--- src/rtl/data_mem_ctrl_if.sv ---
// Data-memory bus between the MEM-stage controller (master) and the memory (slave).
// The request side is registered in the controller; ack is a single-cycle completion pulse.
interface data_mem_ctrl_if;
    logic        mem_req;
    logic        mem_we;
    logic [31:0] mem_addr;
    logic [31:0] mem_wdata;
    logic        mem_ack;
    logic [31:0] mem_rdata;

    modport master (
        output mem_req, mem_we, mem_addr, mem_wdata,
        input  mem_ack, mem_rdata
    );

    modport slave (
        input  mem_req, mem_we, mem_addr, mem_wdata,
        output mem_ack, mem_rdata
    );
endinterface

--- src/rtl/data_mem_ctrl.sv ---
// MEM-stage load/store responder: turns each access into one req/ack transaction,
// stalls the pipeline until it completes and returns registered load data.
//
// state | meaning
// IDLE  | waiting for an access; stall_o follows acc combinationally
// REQ   | request outstanding on the memory bus, timeout counter running
// DONE  | one-cycle completion; pipeline advances at the closing edge
module data_mem_ctrl #(
    parameter int TIMEOUT_CYC = 16,
    parameter int CNT_W       = 5
) (
    input  logic                  clk_i,
    input  logic                  rst_i,
    input  logic                  start_i,
    input  logic                  MemRead_i,
    input  logic                  MemWrite_i,
    input  logic [31:0]           addr_i,
    input  logic [31:0]           wdata_i,
    output logic                  stall_o,
    output logic [31:0]           rdata_o,
    output logic                  misalign_o,
    output logic                  timeout_o,
    data_mem_ctrl_if.master       mem
);

    typedef enum logic [1:0] {S_IDLE, S_REQ, S_DONE} state_t;

    localparam logic [CNT_W-1:0] TO_LAST = CNT_W'(TIMEOUT_CYC - 1);

    state_t            state_q, state_d;
    logic [CNT_W-1:0]  cnt_q, cnt_d;
    logic              req_q, req_d;
    logic              we_q, we_d;
    logic [31:0]       addr_q, addr_d;
    logic [31:0]       wdata_q, wdata_d;
    logic [31:0]       rdata_q, rdata_d;
    logic              misalign_q, misalign_d;
    logic              timeout_q, timeout_d;

    logic acc;
    logic misal;
    logic to_hit;

    assign acc    = start_i & (MemRead_i | MemWrite_i);
    assign misal  = (addr_i[1:0] != 2'b00);
    assign to_hit = (TIMEOUT_CYC != 0) && (cnt_q == TO_LAST);

    always_ff @(posedge clk_i) begin
        if (!rst_i) begin
            state_q    <= S_IDLE;
            cnt_q      <= '0;
            req_q      <= 1'b0;
            we_q       <= 1'b0;
            addr_q     <= '0;
            wdata_q    <= '0;
            rdata_q    <= '0;
            misalign_q <= 1'b0;
            timeout_q  <= 1'b0;
        end else begin
            state_q    <= state_d;
            cnt_q      <= cnt_d;
            req_q      <= req_d;
            we_q       <= we_d;
            addr_q     <= addr_d;
            wdata_q    <= wdata_d;
            rdata_q    <= rdata_d;
            misalign_q <= misalign_d;
            timeout_q  <= timeout_d;
        end
    end

    always_comb begin
        state_d = state_q;
        case (state_q)
            S_IDLE:  if (acc) state_d = misal ? S_DONE : S_REQ;
            S_REQ:   if (mem.mem_ack || to_hit) state_d = S_DONE;
            S_DONE:  state_d = S_IDLE;
            default: state_d = S_IDLE;
        endcase
    end

    always_comb begin
        cnt_d      = cnt_q;
        req_d      = req_q;
        we_d       = we_q;
        addr_d     = addr_q;
        wdata_d    = wdata_q;
        rdata_d    = rdata_q;
        misalign_d = 1'b0;
        timeout_d  = 1'b0;
        stall_o    = 1'b0;
        case (state_q)
            S_IDLE: begin
                stall_o = acc;
                if (acc) begin
                    if (misal) begin
                        misalign_d = 1'b1;
                        rdata_d    = '0;
                    end else begin
                        req_d   = 1'b1;
                        we_d    = MemWrite_i;
                        addr_d  = addr_i;
                        wdata_d = wdata_i;
                        cnt_d   = '0;
                    end
                end
            end
            S_REQ: begin
                stall_o = 1'b1;
                cnt_d   = cnt_q + CNT_W'(1);
                // an ack in the last allowed cycle beats the timeout
                if (mem.mem_ack) begin
                    req_d = 1'b0;
                    if (!we_q) rdata_d = mem.mem_rdata;
                end else if (to_hit) begin
                    req_d     = 1'b0;
                    rdata_d   = '0;
                    timeout_d = 1'b1;
                end
            end
            default: ;
        endcase
    end

    assign rdata_o       = rdata_q;
    assign misalign_o    = misalign_q;
    assign timeout_o     = timeout_q;
    assign mem.mem_req   = req_q;
    assign mem.mem_we    = we_q;
    assign mem.mem_addr  = addr_q;
    assign mem.mem_wdata = wdata_q;

endmodule

--- src/flat_wrapper.sv ---
// flat-port wrapper written by rule: the top's interface ports become plain ports
module data_mem_ctrl_flat 
#(
    parameter int TIMEOUT_CYC = 16,
    parameter int CNT_W       = 5
)
  (clk_i, rst_i, start_i, MemRead_i, MemWrite_i, addr_i, wdata_i, stall_o, rdata_o, misalign_o, timeout_o, mem_mem_req, mem_mem_we, mem_mem_addr, mem_mem_wdata, mem_mem_ack, mem_mem_rdata);
  data_mem_ctrl_if mem_i ();
  input  logic clk_i;
  input  logic rst_i;
  input  logic start_i;
  input  logic MemRead_i;
  input  logic MemWrite_i;
  input  logic [31:0] addr_i;
  input  logic [31:0] wdata_i;
  output logic stall_o;
  output logic [31:0] rdata_o;
  output logic misalign_o;
  output logic timeout_o;
  output wire logic [$bits(mem_i.mem_req)-1:0] mem_mem_req;
  output wire logic [$bits(mem_i.mem_we)-1:0] mem_mem_we;
  output wire logic [$bits(mem_i.mem_addr)-1:0] mem_mem_addr;
  output wire logic [$bits(mem_i.mem_wdata)-1:0] mem_mem_wdata;
  input wire logic [$bits(mem_i.mem_ack)-1:0] mem_mem_ack;
  input wire logic [$bits(mem_i.mem_rdata)-1:0] mem_mem_rdata;
  assign mem_mem_req = mem_i.mem_req;
  assign mem_mem_we = mem_i.mem_we;
  assign mem_mem_addr = mem_i.mem_addr;
  assign mem_mem_wdata = mem_i.mem_wdata;
  assign mem_i.mem_ack = mem_mem_ack;
  assign mem_i.mem_rdata = mem_mem_rdata;
  data_mem_ctrl #(.TIMEOUT_CYC(TIMEOUT_CYC), .CNT_W(CNT_W)) u_core (.clk_i(clk_i), .rst_i(rst_i), .start_i(start_i), .MemRead_i(MemRead_i), .MemWrite_i(MemWrite_i), .addr_i(addr_i), .wdata_i(wdata_i), .stall_o(stall_o), .rdata_o(rdata_o), .misalign_o(misalign_o), .timeout_o(timeout_o), .mem(mem_i));
endmodule
--- config.mk ---
export PLATFORM = sky130hd
export DESIGN_NAME = data_mem_ctrl_flat
export DESIGN_NICKNAME = d
export VERILOG_FILES = /design/src/rtl/data_mem_ctrl_if.sv /design/src/rtl/data_mem_ctrl.sv /design/src/flat_wrapper.sv
export SDC_FILE = /design/constraint.sdc
export NUM_CORES = 1
export LEC_CHECK = 0
export CORE_MARGIN = 3
export CORE_UTILIZATION = 44
export CTS_CLUSTER_DIAMETER = 100
export DETAILED_ROUTE_END_ITERATION = 10
export PLACE_DENSITY_LB_ADDON = 0.05
export SETUP_SLACK_MARGIN = 0.15
export SLEW_MARGIN = 25
export SYNTH_ARGS = -nofsm -noshare
export SYNTH_HDL_FRONTEND = slang
export SYNTH_SLANG_ARGS = --single-unit
--- constraint.sdc ---
create_clock -name clk_i -period 3.44 [get_ports clk_i]
set_clock_uncertainty 0.15 [all_clocks]
set_input_delay 0.344 -clock clk_i [delete_from_list [all_inputs] [get_ports clk_i]]
set_output_delay 0.344 -clock clk_i [all_outputs]
set_load 0.005 [all_outputs]
==> qor.yml <==
crit_type: "register to register"
worstSetupStartpointType: "register"
p_switching_uw: 526
start_util_pct: 46.7
grt_usage_pct: 20.0
total_power_mw: 2.31
core_area_um2: 8980
status: "completed"
max_freq_ghz: 0.413
wl_met3_um: 937
seqPwrFrac_pct: 55.2
endpoint_kind: "register"
area_growth_pct: 52.4
syn_area_um2: 4190
ir_drop_mv: 0.251
tritoncts: "done"
power.density_nw_per_um2: 362
dr.pass1.iters: 4
combPwrFrac_pct: 12.9
ys_async_sr_fraction_pct: 0
synthDistinctLibCells: 26
finalSetupTns_ps: 0
syn_nets: 582
antenna_cells: 0
drive_gt1_share_pct: 3.61
detail-route-antenna-nets: 0
period_minus_slack_ps: 2420
synth_edf_count: 0
hold_viol_final: 0
drt-wirelength-per-cell_um: 13.9
cp_max_fo: 18
drt_wl_total_um: 11000
final_core_util_pct: 71.2
drt_iter0_drc: 129
grt_pass1_vias: 3590
die_area_um2: 10700
fill_cells: 716
setup_ws_ps: 1020
synth_top_family_by_area: "simple AND/OR/NAND/NOR gates"
cts.sinks: 107
grt_max_degree: 107
yosys.area_share.simple_pct: 20.5
tightest_slew_ps: 923
slew_violations: 0
met2WireLength_um: 5240
synth_top_flop_cell: "dfxtp_1"
m1WireLength_um: 4690
cts_buffers: 9
via_per_inst: 4.74
std_cell_rows: 34
dp.cells: 776
htree_num_levels: 3
synth_xor_area_share_pct: 0
synthAdderAreaFrac_pct: 0.597
path_clk_slew_ps: 100
drv_cap: 0
netlist_instances: 478
ys_ff_latch: 107
clk_latency_ps: 340
io_pins: 203
finalCritPeriodShare_pct: 70.5
num_vias: 3748
gr-total-overflow: 0
fp.dieW_um: 104
pwr-share-clk_pct: 31.8
root_buffer: "clkbuf_8"
grt_setup_unrepaired: "false"
grt_pass1_wl_um: 17900
postCtsSetupRepairBufs: 0
avgSynthCellArea_um2: 8.77
placed_area_um2: 6200
routed.top_layer: "met4"
power.internal_mw: 1.79
setup_viol: 0
port-buffer-count: 202
arrival_ps: 2550
swShare_pct: 22.7
final_area_um2: 6390
antenna_found_initial: 0
num-nets-final: 765
die-height_um: 104
p_leak_nw: 2.37
hold_ws_ps: 306
dp_worst_setup_slack_ps: 886
hold_path_class: "register to register"
drc: 0
required_ps: 3560
synth_compound_area_share_pct: 14.2
fin_cells: 791
slew_headroom_pct: 38.4
clockBufferDepth: 2
synthMuxAreaShare_pct: 7.88
yosysSeqAreaShare_pct: 51.1
postCtsHoldBufs: 0
dp.final_hpwl_um: 7840
yosysWarnings: 0
postCtsResizedCells: 0
place_congestion: 0.741
==> area by class of cell <==
class                      instances  area (um2)  area share (%)
inverter                           3        11.3           0.176
multi-input combinational        333        1810            28.4
clock buffer                      11         131            2.06
sequential                       107        2140            33.5
timing repair buffer             207        2080            32.6
tap                              126         158            2.47
clock inverter                     4        52.6           0.823
==> sequential cells by signal (all words and copies together), names as in the netlist <==
| name | cells |
|---|---|
| u_core.cnt_q | 5 |
| u_core.mem.mem_addr | 32 |
| u_core.mem.mem_req | 1 |
| u_core.mem.mem_wdata | 32 |
| u_core.mem.mem_we | 1 |
| u_core.misalign_o | 1 |
| u_core.rdata_o | 32 |
| u_core.state_q | 2 |
| u_core.timeout_o | 1 |
==> cells in the mapped netlist (all sizes together) (3+ instances only) <==
master  instances  share of area [%]
nand2         196                 18
clkbuf         14                1.3
a21oi           6               0.72
a21boi         66                 12
nor2            5               0.45
and3            5               0.75
buf            21                4.2
mux2i          33                7.9
dfxtp         107                 51
inv             3               0.27
o21ai           5               0.60
==> final timing paths <==
kind,start,endpoint,slack (ps),depth (start not counted)
setup / recovery,u_core.cnt_q[0],u_core.rdata_o[30],1020,8
setup reg to reg,u_core.cnt_q[0],u_core.rdata_o[30],1020,8
hold reg to reg,u_core.mem.mem_addr[4],u_core.mem.mem_addr[4],310,2
hold / removal,u_core.mem.mem_addr[4],u_core.mem.mem_addr[4],310,2
==> placed cells by master (no fill, tap or decap) <==
| cell | count |
|---|---|
| clkdlybuf4s50_1 | 201 |
| nand2_1 | 195 |
| dfxtp_1 | 107 |
| a21boi_1 | 60 |
| mux2i_1 | 33 |
| clkbuf_8 | 9 |
| a21boi_0 | 6 |
| a21oi_1 | 6 |
| and3_1 | 5 |
| nor2_1 | 5 |
| o21ai_0 | 5 |
| inv_1 | 3 |
| clkinvlp_4 | 3 |
| buf_4 | 3 |
| nor2b_1 | 2 |
| o31ai_1 | 2 |
| or4_1 | 2 |
| nand2b_1 | 2 |
| ha_1 | 2 |
| clkbuf_1 | 2 |
| buf_12 | 2 |
| o21a_2 | 1 |
| nor3_2 | 1 |
| a22oi_4 | 1 |
| nor4_1 | 1 |
| and2_2 | 1 |
| nand2_2 | 1 |
| nand3_1 | 1 |
| nor3_1 | 1 |
| bufinv_16 | 1 |
| buf_2 | 1 |
==> worst max-delay path, cell delays in order (launching register included) <==
cell and delay, ps:
dfxtp_1 340, ha_1 210, and3_1 200, ha_1 220
inv_1 90, mux2i_1 100, a22oi_4 580, buf_12 260
mux2i_1 200
==> power groups by stage <==
stage          logic, mW  registers, mW  clock network (mW)
4_1_cts            0.302           1.28               0.761
2_1_floorplan      0.117           1.31                   0
5_1_grt            0.323           1.28               0.814
6_report           0.299           1.28               0.737
3_3_place_gp       0.299           1.30                   0
3_5_place_dp       0.301           1.31                   0
==> layer usage <==
layer  vias up  track usage [%]
li1       1905                -
met1      1701             24.9
met2       135             33.6
met3         7             6.65
met4         0             5.13
met5         -                0
==> cells by family after synthesis <==
kind of cell	count (synthesis)
adders and majority gates	2
muxes	33
AOI/OAI and AO/OA	81
buffers and inverters	38
DFF	107
and+or+nand+nor	217
Power figures use the tool's default switching activity.
